<file path="src/rtl/systolic_result_writer.sv">
// systolic_result_writer: streams a captured 16-lane result tile to byte-wide memory
module systolic_result_writer #(
  parameter int ADDR_W = 8
) (
  input  logic              clk,
  input  logic              rst,
  input  logic              result_valid,
  input  logic [255:0]      result_in,
  input  logic [3:0]        rows,
  input  logic [3:0]        cols,
  input  logic [ADDR_W-1:0] base_addr,
  input  logic              mode,
  input  logic              mem_ready,
  output logic              mem_write_enable,
  output logic [ADDR_W-1:0] mem_addr,
  output logic [7:0]        mem_write_data,
  output logic              busy,
  output logic              done,
  output logic              overrun,
  output logic [7:0]        bytes_written
);
  typedef enum logic [1:0] {IDLE, WRITE, DONE} state_t;
  state_t state_q, state_d;
  logic [255:0]      tile_q, tile_d;
  logic [4:0]        n_q, n_d;
  logic              mode_q, mode_d;
  logic [ADDR_W-1:0] addr_q, addr_d;
  logic [7:0]        bw_q, bw_d;
  logic              ovr_q, ovr_d;
  logic [7:0]        prod;
  logic [4:0]        n_in;
  logic [5:0]        total;
  logic [3:0]        lane;
  logic [15:0]       lane_val;
  logic [7:0]        sat;
  logic              last;
  assign prod     = {4'd0, rows} * {4'd0, cols};
  assign n_in     = (prod > 8'd16) ? 5'd16 : prod[4:0];
  assign total    = mode_q ? {1'b0, n_q} : {n_q, 1'b0};
  assign lane     = mode_q ? bw_q[3:0] : bw_q[4:1];
  assign lane_val = tile_q[{lane, 4'b0} +: 16];
  assign sat      = ($signed(lane_val) > 16'sd127)  ? 8'h7F :
                    ($signed(lane_val) < -16'sd128) ? 8'h80 : lane_val[7:0];
  assign last     = (bw_q[5:0] + 6'd1) == total;
  assign mem_write_enable = state_q == WRITE;
  assign mem_addr         = addr_q;
  assign mem_write_data   = mode_q ? sat : (bw_q[0] ? lane_val[15:8] : lane_val[7:0]);
  assign busy             = state_q != IDLE;
  assign done             = state_q == DONE;
  assign overrun          = ovr_q;
  assign bytes_written    = bw_q;
  // Next state: capture in IDLE, advance one byte per accepted write, one-cycle DONE
  always_comb begin
    state_d = state_q;
    tile_d  = tile_q;
    n_d     = n_q;
    mode_d  = mode_q;
    addr_d  = addr_q;
    bw_d    = bw_q;
    ovr_d   = ovr_q | (result_valid && state_q != IDLE);
    case (state_q)
      IDLE: if (result_valid) begin
        tile_d  = result_in;
        n_d     = n_in;
        mode_d  = mode;
        addr_d  = base_addr;
        bw_d    = 8'd0;
        state_d = (n_in == 5'd0) ? DONE : WRITE;
      end
      WRITE: if (mem_ready) begin
        addr_d  = addr_q + 1'b1;
        bw_d    = bw_q + 8'd1;
        state_d = last ? DONE : WRITE;
      end
      default: state_d = IDLE;
    endcase
  end
  // State and capture registers; reset abandons any tile in flight
  always_ff @(posedge clk or posedge rst) begin
    if (rst) begin
      state_q <= IDLE;
      tile_q  <= '0;
      n_q     <= '0;
      mode_q  <= 1'b0;
      addr_q  <= '0;
      bw_q    <= '0;
      ovr_q   <= 1'b0;
    end else begin
      state_q <= state_d;
      tile_q  <= tile_d;
      n_q     <= n_d;
      mode_q  <= mode_d;
      addr_q  <= addr_d;
      bw_q    <= bw_d;
      ovr_q   <= ovr_d;
    end
  end
endmodule

</file>
<file path="config.mk">
export PLATFORM = sky130hd
export DESIGN_NAME = systolic_result_writer
export DESIGN_NICKNAME = d
export VERILOG_FILES = /design/src/rtl/systolic_result_writer.sv
export SDC_FILE = /design/constraint.sdc
export NUM_CORES = 1
export LEC_CHECK = 0
export BUFFER_PORTS_ARGS = -buffer_cell sky130_fd_sc_hd__buf_2
export CAP_MARGIN = 5
export CORE_UTILIZATION = 36
export DETAILED_ROUTE_END_ITERATION = 8
export PLACE_DENSITY = 0.64
export SYNTH_ARGS = -nofsm -noshare
export SYNTH_HDL_FRONTEND = slang
export SYNTH_SLANG_ARGS = --single-unit
</file>
<file path="constraint.sdc">
create_clock -name clk -period 8 [get_ports clk]
set_clock_uncertainty 0.15 [all_clocks]
set_input_delay 0.4 -clock clk [delete_from_list [all_inputs] [get_ports clk]]
set_output_delay 0.4 -clock clk [all_outputs]
set_load 0.05 [all_outputs]
</file>
==> run_results.csv, run 1 <==
group,metric,value,unit
pwr,power_frac_seq,33.8,%
yosys,synthArstFlopShare,100.0,%
critical_path,rr_endpoint,"tile_q[124]",
cells_and_area,num-fill-cells,3806,
clocking,clk_pin_slew,0.06,ns
timing,min_period_over_period,65.94,%
place,io_buffers,304,
pwr,p_leak,0.01025,uW
floorplan,ios,305,
floorplan,die_area,42340,um2
critical_path,cp-startpoint,"bytes_written[0]",
global_route,grt_pass1_vias,15060,
min_path,worstHoldPathType,"in -> reg",
yosys,synth-main-ff-cell,"dfrtp_1",
yosys,ys_ff_latch,281,
route,wire_per_inst,18.65,um
pwr,power_frac_comb,45.5,%
yosys,syn_avg_cell_area,8.497,um2
route,drc_errors,0,
run,drv_cap,0,
global_route,grt_start_max_net_pins,166,
critical_path,worst-path-max-fanout,41,
clocking,cts_htree_levels,2,
route,avgViaCountPerCell,5.203,
pwr,power.switching,3499,uW
clocking,postCtsHoldBufs,251,
route,via_count,14580,
yosys,synth_top_area_cell,"dfrtp_1",
critical_path,r2r-start,"state_q[1]",
cells_and_area,area_delta_synth_final,36.12,%
timing,setup_violations,0,
clocking,cts_max_path_buffers,3,
yosys,synth-seq-area-share,47.05,%
timing,setup-tns-final,0,ns
yosys,netlist.area_leader.share,47.05,%
timing,tightestPinTransition,1.095,ns
clocking,cts.sink_count,281,
global_route,grt_pass1_wl,81.02,mm
yosys,ys_warn_count,0,
run_status,status,"finished, final reports clean",
critical_path,crit_type,"reg -> out",
global_route,antenna_found_initial,0,
pwr,p_int,4410,uW
yosys,syn-num-nets,2054,
clocking,ctsResizeCount,0,
timing,max-slew-margin-rel,26.99,%
cells_and_area,layout_commonest_cell,"nand2_1",
cells_and_area,fin_nets,2540,
clocking,insertion_delay,0.51,ns
floorplan,die_w,205.8,um
cells_and_area,drive_above_1_share,18.50,%
timing,timing.hold.ws,0.01827,ns
timing,fmax,189.6,MHz
timing,period_minus_slack,5.275,ns
route,dr.pass1.iters,5,
critical_path,cp-start-kind,"flop",
cells_and_area,antenna_cells,0,
critical_path,worstRegToRegCells,6,
timing,slew_violations,0,
route,drtIter0Drc,1090,
route,wl,52.26,mm
pwr,finalPower,7909,uW
pwr,switching_share,44.24,%
route,drtAntennaViolNets,0,
critical_path,cp.required,7.45,ns
floorplan,start_util,36.52,%
timing,grt_setup_unrepaired,"false",
place,place.gp.congestion,0.8941,
global_route,overflow,0,
cells_and_area,final_cell_mix,"nand2_1, buf_2, dfrtp_1",
critical_path,r2r_slack,4.72,ns
critical_path,cp.arrival,4.73,ns
clocking,cts_inserted_buffers,34,
floorplan,die_h,205.8,um
clocking,cts_root_buffer,"clkbuf_16",
critical_path,timing.critical_path.to,"mem_write_data[0]",
pwr,ir_drop,0.2990,mV
timing,hold_viol_final,0,
yosys,yosysUniqueCellTypes,82,
yosys,synthesis.area,14950,um2
clocking,cts_tree,"yes",
pwr,powerDensity,388.7,nW/um2
floorplan,coreArea,40920,um2
clocking,postCtsSetupBuffers,0,
yosys,synthCells,1759,
place,post-dp-hpwl,34.28,mm
pwr,clkPwrFrac,20.8,%
floorplan,std_cell_rows,74,
yosys,synth-edff-count,0,
critical_path,end_kind,"primary output",
yosys,yosys-top-cells-area,"dfrtp_1, nand2_1, mux2i_1",
global_route,grt_usage,24.74,%
## metal layers
layer  share of wire, %  global-route usage [%]
met1                 40                   30.63
met2                 49                   41.43
met3                5.9                   4.213
met4                5.0                   12.51
met5                  0                       0
## kinds of logic after synthesis
| family | share of synthesized area (%) |
|---|---|
| adder cells (fa/ha/maj) | 1.708 |
| flip-flops | 47.05 |
| AND/OR/NAND/NOR | 26.57 |
| XOR/XNOR | 0.8204 |
| buffers and inverters | 4.521 |
| multiplexers | 8.296 |
| AO/OA/AOI/OAI | 11.03 |
## Yosys cell counts, types with 3 or more instances
cell / n
xor2_1: 5
and3_1: 7
a311oi_1: 14
a31oi_1: 10
a21o_1: 4
ha_1: 14
fa_1: 4
nor2b_1: 5
buf_6: 14
o21bai_1: 3
mux2_4: 3
nor2_1: 34
o21ai_0: 30
and2_1: 34
a2111oi_0: 3
a221oi_1: 6
inv_1: 11
nand2_1: 838
clkbuf_1: 73
a211oi_1: 24
nor3_1: 12
o221ai_1: 4
a22o_1: 6
buf_2: 18
xnor2_1: 9
mux2_2: 8
o31ai_1: 6
a21oi_1: 40
dfrtp_1: 281
buf_8: 3
nand3_1: 16
nand2b_1: 5
mux4_2: 6
mux2i_1: 91
nor4_1: 4
a221o_1: 5
a22oi_1: 21
buf_4: 7
o221a_1: 3
o22ai_1: 21
## power groups by stage
stage | registers [uW] | clock network, uW | logic [uW]
6_report | 2670 | 1640 | 3590
5_1_grt | 2740 | 1730 | 3980
4_1_cts | 2660 | 1680 | 3580
3_5_place_dp | 2670 | 0 | 3470
3_3_place_gp | 2660 | 0 | 3400
2_1_floorplan | 2490 | 0 | 2730
## sequential cells by signal, indices dropped and copies added, names as in the netlist
name / flops
tile_q: 256
mem_addr: 8
bytes_written: 8
state_q: 2
mode_q: 1
n_q: 5
overrun: 1
## critical path: stages, from the launching register on
cell and delay (ns):
dfrtp_2 0.76, and2_2 0.55, a21oi_4 0.81, mux4_2 0.60, mux2i_1 0.17, o2bb2ai_1 0.12
nand4b_2 0.33, o311ai_4 0.39, a211oi_1 0.21, buf_2 0.26
## metrics by stage
step | util, % | setup slack (ns) | instance area, um2 | cells
floorplan | - | 3.729 | 14950 | 1759
global placement | 40.65 | 3.340 | 16640 | 2490
detailed placement | 40.65 | 3.241 | 16640 | 2490
CTS | 49.71 | 2.695 | 20340 | 2802
global route | 49.71 | 2.523 | 20340 | 2802
finish | 49.71 | 2.725 | 20340 | 2802
## worst min path at each step
stage	start	endpoint	slack, ns	cells after the start
global route	result_in[235]	tile_q[235]	0.0006	3
finish	result_in[137]	tile_q[137]	0.02	3
CTS	result_in[235]	tile_q[235]	0.008	3
global placement	overrun	overrun	0.29	1
floorplan	tile_q[112]	tile_q[112]	0.29	2
detailed placement	overrun	overrun	0.29	1
## area by class of cell
class | count | area [um2] | area share [%]
clock inverter | 15 | 239.0 | 1.175
inverter | 13 | 52.55 | 0.2583
timing repair buffer | 567 | 4136 | 20.33
clock buffer | 46 | 957.2 | 4.705
sequential | 281 | 7036 | 34.58
tap | 532 | 665.6 | 3.272
multi-input combinational | 1348 | 7258 | 35.68
Note: power is estimated with default switching activity, not from simulation.
==> inputs of run 2 (changes only) <==
Clock period 8 ns to 4.54 ns, I/O delays scaled along.
==> run_results.csv, run 2 (synthesis gave the netlist of run 1 again) <==
group,metric,value,unit
timing,setup-tns-final,0,ns
pwr,powerDensity,669.7,nW/um2
cells_and_area,area_delta_synth_final,38.02,%
pwr,ir_drop,0.5872,mV
cells_and_area,fin_cells,2834,
cells_and_area,drive_above_1_share,19.03,%
route,drtIter0Drc,1150,
cells_and_area,layout_commonest_cell,"nand2_1",
floorplan,std_cell_rows,74,
route,dr.pass1.iters,5,
timing,slew_violations,0,
pwr,finalPower,13810,uW
route,wire_per_inst,18.55,um
pwr,p_int,7619,uW
global_route,grt_pass1_wl,80.35,mm
cells_and_area,multi_input_area,7292,um2
cells_and_area,regMostFlops,"tile_q",
critical_path,cp-start-kind,"flop",
timing,setup_violations,0,
global_route,antenna_found_initial,1,
clocking,insertion_delay,0.55,ns
cells_and_area,largest_reg_flops,256,
pwr,clkPwrFrac,18.4,%
clocking,cts_root_buffer,"clkbuf_16",
cells_and_area,antenna_cells,0,
pwr,switching_share,44.84,%
cells_and_area,final_cell_mix,"nand2_1, buf_2, dfrtp_1",
place,io_buffers,304,
route,avgViaCountPerCell,5.156,
route,drtAntennaViolNets,0,
floorplan,start_util,36.52,%
timing,setup_slack,0.2316,ns
floorplan,coreArea,40920,um2
pwr,power_frac_seq,34.0,%
floorplan,die_h,205.8,um
place,place.gp.congestion,0.9367,
global_route,grt_usage,24.50,%
critical_path,worst-path-max-fanout,47,
timing,fmax,232.1,MHz
global_route,grt_start_max_net_pins,144,
clocking,cts_tree,"yes",
global_route,overflow,0,
cells_and_area,num-fill-cells,3756,
global_route,grt_pass1_vias,14690,
timing,tightestPinTransition,1.095,ns
place,dp.cells,2499,
clocking,cts_htree_levels,1,
timing,grt_setup_unrepaired,"false",
timing,hold_viol_final,0,
pwr,p_leak,0.01038,uW
critical_path,cp.arrival,3.93,ns
clocking,cts_max_path_buffers,3,
run,drv_cap,0,
cells_and_area,final_util,50.40,%
route,wl,52.57,mm
cells_and_area,fin_nets,2574,
route,drc_errors,0,
floorplan,ios,305,
floorplan,die_area,42340,um2
critical_path,worstRegToRegCells,8,
timing,min_period_over_period,94.90,%
clocking,cts.sink_count,281,
critical_path,end_kind,"primary output",
place,post-dp-hpwl,34.62,mm
critical_path,crit_type,"reg -> out",
route,via_count,14610,
cells_and_area,regArea,7043,um2
pwr,power_frac_comb,47.6,%
timing,period_minus_slack,4.308,ns
place,place_ws,0.5761,ns
pwr,power.switching,6194,uW
timing,max-slew-margin-rel,26.97,%
critical_path,cp.required,4.16,ns
clocking,cts_inserted_buffers,30,
clocking,clk_pin_slew,0.06,ns
run_status,status,"finished, final reports clean",
min_path,worstHoldPathType,"in -> async",
floorplan,die_w,205.8,um
run 2: final timing paths:
check,from,to,slack (ns)
max,mode_q,mem_write_data[3],0.23
max reg2reg,bytes_written[2],state_q[0],1.53
min in group clk,cols[1],n_q[1],0.09
max in group asynchronous,rst,tile_q[242],3.09
min,rst,tile_q[46],0.03
min reg2reg,overrun,overrun,0.30
run 2: routing by layer:
layer / track usage [%] / up-vias / share of wire, %
li1: - / 6889 / -
met1: 30.34 / 6973 / 40
met2: 41.11 / 574 / 49
met3: 3.928 / 174 / 5.6
met4: 12.54 / 2 / 5.4
met5: 0 / - / 0.021
run 2: timing repair:
| item | in CTS | in global routing |
|---|---|---|
| cloned | 0 | 1 |
| setup buffers | 0 | 7 |
| hold buffers | 272 | 0 |
| setup endpoints to repair | 3 | 9 |
| gates resized for setup | 1 | 11 |
| hold endpoints to repair | 396 | 0 |
run 2: layout make-up:
type	instances	area share (%)
timing repair buffer	604	22.06
sequential	281	34.14
multi-input combinational	1349	35.35
tap	532	3.227
clock inverter	16	0.9220
inverter	13	0.2548
clock buffer	39	4.046
run 2: critical path: stages (launching register included):
cell and delay (ns):
dfrtp_4 0.56, buf_6 0.29, mux2_4 0.40, buf_6 0.41, and2_1 0.19, a211oi_1 0.05
a311oi_1 0.31, a211oi_1 0.13, a21oi_1 0.17, inv_1 0.06, a211oi_1 0.41, buf_2 0.34
run 2: through the flow:
stage / hold WS, ns / area [um2]
global placement: 0.1041 / 16770
detailed placement: 0.1002 / 16770
finish: 0.03141 / 20630
global route: 0.03885 / 20630
CTS: 0.02288 / 20520
floorplan: 0.1824 / 14950
run 2: power groups by stage:
stage          Sequential [uW]  Clock (uW)  Combinational [uW]
5_1_grt                   4820        2680                7240
3_3_place_gp              4680           0                6140
2_1_floorplan             4390           0                4800
6_report                  4700        2540                6580
3_5_place_dp              4700           0                6240
4_1_cts                   4670        2590                6460
